<file path="src/rtl/wb_burst_master.sv">
// Wishbone B3 burst master: one command becomes one linear incrementing burst of 1..256 beats.
// Latency: cyc/stb one cycle after command accept; read beats on rdat one cycle after their ack edge.
// Backpressure: write beats stall stb while wdat_valid is low; read data is a valid-only stream with no backpressure.
//
// Ports:
//   wb_clk_i, wb_rst_i        clock, synchronous active-high reset
//   cmd_*                     command: cmd_we (1=write), cmd_adr (byte address, [1:0] ignored), cmd_len (beats-1)
//   wdat_valid/wdat/wdat_ready write data stream, one word consumed per acked write beat
//   rdat_valid/rdat           read data stream, one pulse per acked read beat
//   busy, done, err           cycle in progress; end-of-cycle pulse; abort pulse (coincident with done)
//   wb_*                      Wishbone B3 master interface (registered-feedback burst, linear bte)
//
// Optional feature: define WB_BURST_MASTER_TIMEOUT_EN to abort a burst after TIMEOUT
// consecutive strobed cycles without ack (treated like wb_err_i). Without it the master waits forever.

module wb_burst_master #(
    parameter int dw      = 32,
    parameter int aw      = 32,
    parameter int TIMEOUT = 255
) (
    input  logic          wb_clk_i,
    input  logic          wb_rst_i,

    input  logic          cmd_valid,
    output logic          cmd_ready,
    input  logic          cmd_we,
    input  logic [aw-1:0] cmd_adr,
    input  logic [7:0]    cmd_len,

    input  logic          wdat_valid,
    input  logic [dw-1:0] wdat,
    output logic          wdat_ready,

    output logic          rdat_valid,
    output logic [dw-1:0] rdat,

    output logic          busy,
    output logic          done,
    output logic          err,

    output logic [aw-1:0] wb_adr_o,
    output logic [dw-1:0] wb_dat_o,
    output logic [3:0]    wb_sel_o,
    output logic          wb_we_o,
    output logic [1:0]    wb_bte_o,
    output logic [2:0]    wb_cti_o,
    output logic          wb_cyc_o,
    output logic          wb_stb_o,
    input  logic          wb_ack_i,
    input  logic          wb_err_i,
    input  logic [dw-1:0] wb_dat_i
);

    localparam logic [2:0] CTI_INCR = 3'b010;
    localparam logic [2:0] CTI_EOB  = 3'b111;

    typedef enum logic [1:0] {
        IDLE   = 2'd0,
        BURST  = 2'd1,
        FINISH = 2'd2
    } state_t;

    state_t     state_q;
    state_t     state_d;

    logic [7:0] remaining;
    logic       stb;
    logic       accept;
    logic       beat;
    logic       last_beat;
    logic       abort;
    logic       timeout_hit;

    // Full-word transfers only, linear bursts only.
    assign wb_sel_o   = 4'hF;
    assign wb_bte_o   = 2'b00;
    assign wb_stb_o   = stb;
    assign wb_dat_o   = wdat;
    // Only a real (non-errored) write beat consumes a word from the stream.
    assign wdat_ready = beat && wb_we_o;

    always_ff @(posedge wb_clk_i) begin
        if (wb_rst_i) begin
            state_q <= IDLE;
        end else begin
            state_q <= state_d;
        end
    end

    always_comb begin
        state_d   = state_q;
        cmd_ready = 1'b0;
        stb       = 1'b0;
        accept    = 1'b0;
        beat      = 1'b0;
        last_beat = 1'b0;
        abort     = 1'b0;
        case (state_q)
            IDLE: begin
                cmd_ready = 1'b1;
                if (cmd_valid) begin
                    accept  = 1'b1;
                    state_d = BURST;
                end
            end
            BURST: begin
                // Writes strobe only when a data word is on hand; cyc stays up across gaps.
                stb = wb_we_o ? wdat_valid : 1'b1;
                if (stb && (wb_err_i || timeout_hit)) begin
                    // Error takes priority over a simultaneous ack.
                    abort   = 1'b1;
                    state_d = FINISH;
                end else if (stb && wb_ack_i) begin
                    beat = 1'b1;
                    if (wb_cti_o == CTI_EOB) begin
                        last_beat = 1'b1;
                        state_d   = FINISH;
                    end
                end
            end
            FINISH: begin
                state_d = IDLE;
            end
            default: begin
                state_d = IDLE;
            end
        endcase
    end

    always_ff @(posedge wb_clk_i) begin
        if (wb_rst_i) begin
            wb_cyc_o   <= 1'b0;
            wb_we_o    <= 1'b0;
            wb_adr_o   <= '0;
            wb_cti_o   <= 3'b000;
            remaining  <= 8'd0;
            busy       <= 1'b0;
            done       <= 1'b0;
            err        <= 1'b0;
            rdat_valid <= 1'b0;
            rdat       <= '0;
        end else begin
            done       <= 1'b0;
            err        <= 1'b0;
            rdat_valid <= 1'b0;

            if (accept) begin
                wb_we_o   <= cmd_we;
                wb_adr_o  <= cmd_adr & ~aw'(3);
                remaining <= cmd_len;
                wb_cti_o  <= (cmd_len == 8'd0) ? CTI_EOB : CTI_INCR;
                wb_cyc_o  <= 1'b1;
                busy      <= 1'b1;
            end

            if (beat) begin
                // Advance at the ack edge so a registered-feedback slave sees the
                // next address immediately and can ack every cycle.
                wb_adr_o  <= wb_adr_o + aw'(4);
                remaining <= remaining - 8'd1;
                if (remaining == 8'd1) begin
                    wb_cti_o <= CTI_EOB;
                end
                if (!wb_we_o) begin
                    rdat_valid <= 1'b1;
                    rdat       <= wb_dat_i;
                end
            end

            if (last_beat || abort) begin
                wb_cyc_o <= 1'b0;
                busy     <= 1'b0;
                done     <= 1'b1;
                err      <= abort;
            end
        end
    end

`ifdef WB_BURST_MASTER_TIMEOUT_EN
    localparam int TW = $clog2(TIMEOUT + 1);

    logic [TW-1:0] to_cnt;

    // Counts strobed cycles without ack; any accepted ack restarts the window.
    always_ff @(posedge wb_clk_i) begin
        if (wb_rst_i || (state_q != BURST) || (stb && wb_ack_i)) begin
            to_cnt <= '0;
        end else if (stb && !timeout_hit) begin
            to_cnt <= to_cnt + TW'(1);
        end
    end

    // Fires on the TIMEOUT-th stalled cycle; gated with stb in the FSM.
    assign timeout_hit = !wb_ack_i && (to_cnt == TW'(TIMEOUT - 1));
`else
    logic timeout_unused;

    assign timeout_hit    = 1'b0;
    assign timeout_unused = ^TIMEOUT;
`endif

endmodule

</file>
<file path="config.mk">
export PLATFORM = sky130hd
export DESIGN_NAME = wb_burst_master
export DESIGN_NICKNAME = d
export VERILOG_FILES = /design/src/rtl/wb_burst_master.sv
export SDC_FILE = /design/constraint.sdc
export NUM_CORES = 1
export LEC_CHECK = 0
export BUFFER_PORTS_ARGS = -buffer_cell sky130_fd_sc_hd__buf_2
export CORE_MARGIN = 2
export CORE_UTILIZATION = 40
export DETAILED_ROUTE_END_ITERATION = 6
export GPL_TIMING_DRIVEN = 0
export PLACE_DENSITY = 0.8
export SLEW_MARGIN = 20
export SYNTH_ARGS = -nofsm -noshare
export SYNTH_HDL_FRONTEND = slang
export SYNTH_SLANG_ARGS = --single-unit
</file>
<file path="constraint.sdc">
create_clock -name wb_clk_i -period 3.7 [get_ports wb_clk_i]
set_input_delay 0.185 -clock wb_clk_i [delete_from_list [all_inputs] [get_ports wb_clk_i]]
set_output_delay 0.185 -clock wb_clk_i [all_outputs]
set_load 0.03 [all_outputs]
</file>
---- Yosys cells after proc, flatten, opt, wreduce, memory -nomap -nowiden ----
Index checks and enable logic that the tools add are counted.
cells by class
  add/sub/neg operators ................... 2
  equality and inequality tests ........... 6
  muxes and demuxes ....................... 29
  bitwise gates (word level) .............. 3
  reduce and logical (&&, ||, !) cells .... 12
operator list
  cell                                               number
  2-to-1 mux 32 bit                                  2
  adder 32 x 3 -> 32 bit (second input constant)     1
  2-to-1 mux 1 bit                                   16
  2-to-1 mux 8 bit                                   2
  2-to-1 mux 3 bit                                   4
  == test 8 x 1 -> 1 bit (second input constant)     1
  logical NOT 8 bit                                  1
  2-to-1 mux 2 bit                                   4
  subtractor 8 x 1 -> 8 bit (second input constant)  1
  != test 3 bit (second input constant)              2
  OR reduction 2 bit                                 3
  one-hot mux 2 bit (2 select lines)                 1
  == test 3 bit (second input constant)              1
  logical AND 1 bit                                  3
  inverter 1 bit                                     3
  AND reduction 3 bit                                1
  == test 2 x 1 -> 1 bit (second input constant)     1
  logical NOT 2 bit                                  1
  != test 2 bit (second input constant)              1
  AND reduction 2 bit                                1
  nonzero test 2 bit                                 1
  logical OR 1 bit                                   1
storage, ports and cells
  bits in registers ....................... 82
  bits of input ports ..................... 111
  output and inout port bits .............. 114

---- Longest topological paths before layout ----
  depth after elaboration ................. 8
  depth in mapped cells ................... 8
  mapped depth without buffers ............ 6

---- Least setup slack after synthesis ----
OpenSTA, ideal clock, no wires.
  kind .................................... register -> register
  start ................................... reg wb_adr_o[2]
  end ..................................... reg wb_adr_o[20]
  library setup time ...................... 74 ps
  data arrival time ....................... 2,102 ps
  required time ........................... 3,626 ps
  path slack .............................. 1,524 ps
  stages on the path, launching flop included .. 8
  path buffers ............................ 1
  clock period less this slack ............ 2,176 ps
  cells stage by stage .................... dfxtp_1 -> ha_1 -> and3_1 -> nand3_1 -> or3_1 -> clkbuf_2 -> or4_1 -> a31oi_1
between the ends
  word-level cells in the longest chain between the ends .. 2
RTL lines
  item                    RTL line  source
  from (decl)             41        output logic [aw-1:0] wb_adr_o,
  from (signal assigned)  149       wb_adr_o <= cmd_adr & ~aw'(3);
  from (signal assigned)  159       wb_adr_o <= wb_adr_o + aw'(4);
  adder 32 x 3 -> 32 bit  159
  2-to-1 mux 32 bit       156       if (beat) begin
No other way between the ends.
A chain may end at the register's enable or synchronous reset.

---- Final worst setup path ----
  start ................................... reg state_q[0]
  end ..................................... out wdat_ready
between the ends
  word-level cells in the longest chain between the ends .. 3
RTL lines
  item                    RTL line  source
  from (decl)             63        state_t state_q;
  from (signal assigned)  86        state_q <= state_d;
  == test 2 x 1 -> 1 bit  98        case (state_q)
  2-to-1 mux 1 bit        98
  logical AND 1 bit       80        assign wdat_ready = beat && wb_we_o;
  to (decl)               32        output logic wdat_ready,
No other way between the ends.

==> flow_metrics.env <==
export IMPL_status="finished, final reports clean"
export IMPL_fin_area_sq_mm=0.005329
export IMPL_tightest_slew_ns=0.9059
export IMPL_irDropWorstVdd_mv=0.1743
export IMPL_crit_end="wdat_ready"
export IMPL_wl_per_cell_um=14.85
export IMPL_port_buffers=182
export IMPL_core_sq_mm=0.009729
export IMPL_intPower_uw=1528
export IMPL_grt_pass1_wl_um=19710
export IMPL_drive_gt1_frac=0.3463
export IMPL_skew_ns=0.01056
export IMPL_postCtsSetupRepairBufs=0
export IMPL_drtPass1Iterations=5
export IMPL_post_cts_resized=0
export IMPL_wirelength_um=12690
export IMPL_htreeDepth=3
export IMPL_cp_max_fo=10
export IMPL_synth_top_area_frac=0.4016
export IMPL_cts_tree="done"
export IMPL_clock_sinks=80
export IMPL_path_cells="and2b_1, and3_1, clkbuf_1, clkbuf_1, and2_1, buf_2"
export IMPL_antenna_cells=0
export IMPL_drt_iter0_drc=367
export IMPL_finalCriticalPeriod_ns=2.502
export IMPL_regToRegSetupSlack_ns=1.41
export IMPL_fp_dieH_um=103.8
export IMPL_placed_cell_area_sq_mm=0.005087
export IMPL_power_share_clock=0.360
export IMPL_yosys_area_top_type="dfxtp_1"
export IMPL_n_fill_cell=969
export IMPL_path_common_cell="clkbuf_1"
export IMPL_ys_seq_area_frac=0.4016
export IMPL_fmax_mhz=399.6
export IMPL_dieArea_sq_mm=0.01078
export IMPL_initial_core_util=0.4099
export IMPL_p_sw_frac=0.3015
export IMPL_clk_pin_slew_worst_paths_ns=0.08
export IMPL_worstPathArrival_ns=2.32
export IMPL_crit_start="state_q[0]"
export IMPL_hp_class="input pin to register"
export IMPL_setup_viol=0
export IMPL_post_place_ws_ns=1.491
export IMPL_reg2regPathDepth=5
export IMPL_ys_flop_type="dfxtp_1"
export IMPL_synth_seq_cells=80
export IMPL_insertion_delay_ns=0.34
export IMPL_drv_slew=0
export IMPL_pwr_share_comb=0.202
export IMPL_drc_errors=0
export IMPL_cts_hold_buffers_added=0
export IMPL_gp_congestion=0.8572
export IMPL_ioPinCount=225
export IMPL_cellPowerDensity_mw_per_mm2=410.5
export IMPL_rows=36
export IMPL_gr_total_overflow=0
export IMPL_slew_headroom=0.3948
export IMPL_cp_required_ns=3.51
export IMPL_rsz0062_at_grt="false"
export IMPL_antenna_found_initial=0
export IMPL_track_usage=0.2227
export IMPL_synth_area_per_cell_sq_um=7.683
export IMPL_multi_input_area_sq_mm=0.001942
export IMPL_pwr_share_seq=0.438
export IMPL_grt_pass1_vias=4126
export IMPL_totalPowerFinal_uw=2188
export IMPL_synth_cells=519
export IMPL_cts_inserted_buffers=9
export IMPL_nets=832
export IMPL_p_sw_uw=659.6
export IMPL_cts_root_buf="clkbuf_8"
export IMPL_synth_distinct_cells=50
export IMPL_start_kind="register"
export IMPL_crit_type="register to primary output"
export IMPL_r2r_end="wb_adr_o[29]"
export IMPL_hold_violations=0
export IMPL_area_growth_synth_to_final_pct=33.64
export IMPL_cap_viol_max_count=0
export IMPL_die_w_um=103.8
export IMPL_seq_area_sq_mm=0.001602
export IMPL_slowest_stage="clkbuf_1"
export IMPL_p_leak_uw=0.002371
export IMPL_ys_warn_count=0
export IMPL_grt_max_degree=14
export IMPL_drt_vias_per_instance=5.282
export IMPL_crit_path_end_kind="primary output"
export IMPL_rr_startpoint="wb_adr_o[17]"
export IMPL_fin_crit_sh=0.6763
export IMPL_slowest_delay_ns=0.45
export IMPL_drtAntennaViolNets=0
export IMPL_hpwlAfterDp_um=9561
export IMPL_async_flop_share=0
export IMPL_worst_slack_ns=1.198
export IMPL_synth_edf_count=0
export IMPL_fin_tns_setup_ns=0
export IMPL_fin_util=0.5477
export IMPL_syn_area_sq_mm=0.003988
export IMPL_cts_buffer_depth=2
export IMPL_synth_area_top_cells="dfxtp_1 (40%), nand2_1 (9.2%), a21oi_1 (8.2%)"
export IMPL_vias=4516
[critical path, delay by kind of cell, from the launching register on]
kind / cells / cell delay, ns
flops: 1 / 0.42
buf+inv: 3 / 1.00
simple gates: 3 / 0.56
[sequential cells by signal, summed over array words and instances, names as in the netlist]
| name | flops |
|---|---|
| state_q | 2 |
| wb_we_o | 1 |
| remaining | 8 |
| wb_cyc_o | 1 |
| rdat | 32 |
| rdat_valid | 1 |
| done | 1 |
| wb_adr_o | 30 |
| err | 1 |
| wb_cti_o | 3 |
[power by group through the flow]
stage / sequential [uW] / clock, uW / combinational [uW]
after CTS: 955 / 802 / 441
after global placement: 972 / 0 / 432
final: 957 / 788 / 442
after global routing: 964 / 839 / 475
after detailed placement: 974 / 0 / 440
after floorplan: 1030 / 0 / 228
[worst min path at each step]
stage / startpoint / end / slack, ns / cells after the start
after global routing: wb_dat_i[7] / rdat[7] / 0.06 / 3
after CTS: wb_dat_i[7] / rdat[7] / 0.04 / 3
after global placement: wb_dat_i[11] / rdat[11] / 0.43 / 3
final: wb_dat_i[25] / rdat[25] / 0.07 / 3
after detailed placement: wb_dat_i[18] / rdat[18] / 0.43 / 3
after floorplan: wb_dat_i[15] / rdat[15] / 0.32 / 2
[cells in the mapped netlist (2+ instances only)]
| cell type | number |
|---|---|
| o211ai_1 | 4 |
| dfxtp_1 | 80 |
| or2_2 | 3 |
| buf_4 | 41 |
| conb_1 | 2 |
| o21ai_0 | 12 |
| nand2b_1 | 3 |
| nand3_1 | 22 |
| a221oi_1 | 4 |
| a22oi_1 | 3 |
| or3_1 | 5 |
| and2_1 | 2 |
| xor2_1 | 3 |
| and3_1 | 9 |
| ha_1 | 3 |
| mux2i_1 | 2 |
| a31oi_1 | 19 |
| inv_1 | 9 |
| nand2_1 | 98 |
| nand4_1 | 11 |
| a32oi_1 | 2 |
| clkbuf_1 | 31 |
| nor3_2 | 2 |
| nor3_1 | 11 |
| a2bb2oi_1 | 3 |
| nor4_1 | 11 |
| nor2_1 | 26 |
| or4_1 | 6 |
| o311ai_0 | 7 |
| a21oi_1 | 65 |
[routing by layer]
layer	GRT usage	part of all wire	routed length [um]
met5	0	0	0
met2	0.3820	0.49	6190
met1	0.2719	0.41	5190
met3	0.05916	0.094	1196
met4	0.06950	0.0091	116
[cells in the final DEF (no fill, tap or decap), types with 3 or more instances in the layout]
| cell type | instances |
|---|---|
| ha_1 | 3 |
| and3_1 | 9 |
| o311ai_0 | 7 |
| nor2_1 | 26 |
| a22oi_1 | 3 |
| a21oi_1 | 65 |
| a2bb2oi_1 | 3 |
| nand4_1 | 11 |
| nand2b_1 | 3 |
| a221oi_1 | 4 |
| conb_1 | 8 |
| nor3_1 | 11 |
| o21ai_0 | 12 |
| buf_4 | 41 |
| or3_1 | 5 |
| clkbuf_1 | 31 |
| nand3_1 | 22 |
| o211ai_1 | 4 |
| nor4_1 | 11 |
| xor2_1 | 3 |
| buf_2 | 182 |
| inv_1 | 9 |
| or2_2 | 3 |
| nand2_1 | 98 |
| bufinv_16 | 3 |
| clkbuf_8 | 10 |
| dfxtp_1 | 80 |
| or4_1 | 6 |
| a31oi_1 | 19 |
[area by class of cell]
cell class	instances	area share
Sequential cell	80	0.3005
Clock inverter	5	0.01949
Tap cell	133	0.03123
Inverter	9	0.006340
Buffer	74	0.08124
Clock buffer	10	0.02583
Timing Repair Buffer	182	0.1709
Multi-Input combinational cell	362	0.3644
[logic make-up after synthesis]
family,after synthesis,share of synthesized area
mux,2,0.005021
buf+inv,83,0.1170
compound gates,128,0.1942
fa+ha+maj,3,0.009414
xor+xnor,3,0.006590
other cells,2,0.001883
flops,80,0.4016
simple gates,218,0.2642
[through the flow]
stage	instances	hold WS, ns
global placement	840	0.4274
detailed placement	840	0.4330
CTS	855	0.04433
finish	855	0.07216
global route	855	0.05583
floorplan	525	0.3210
(Power assumes the default switching activity.)
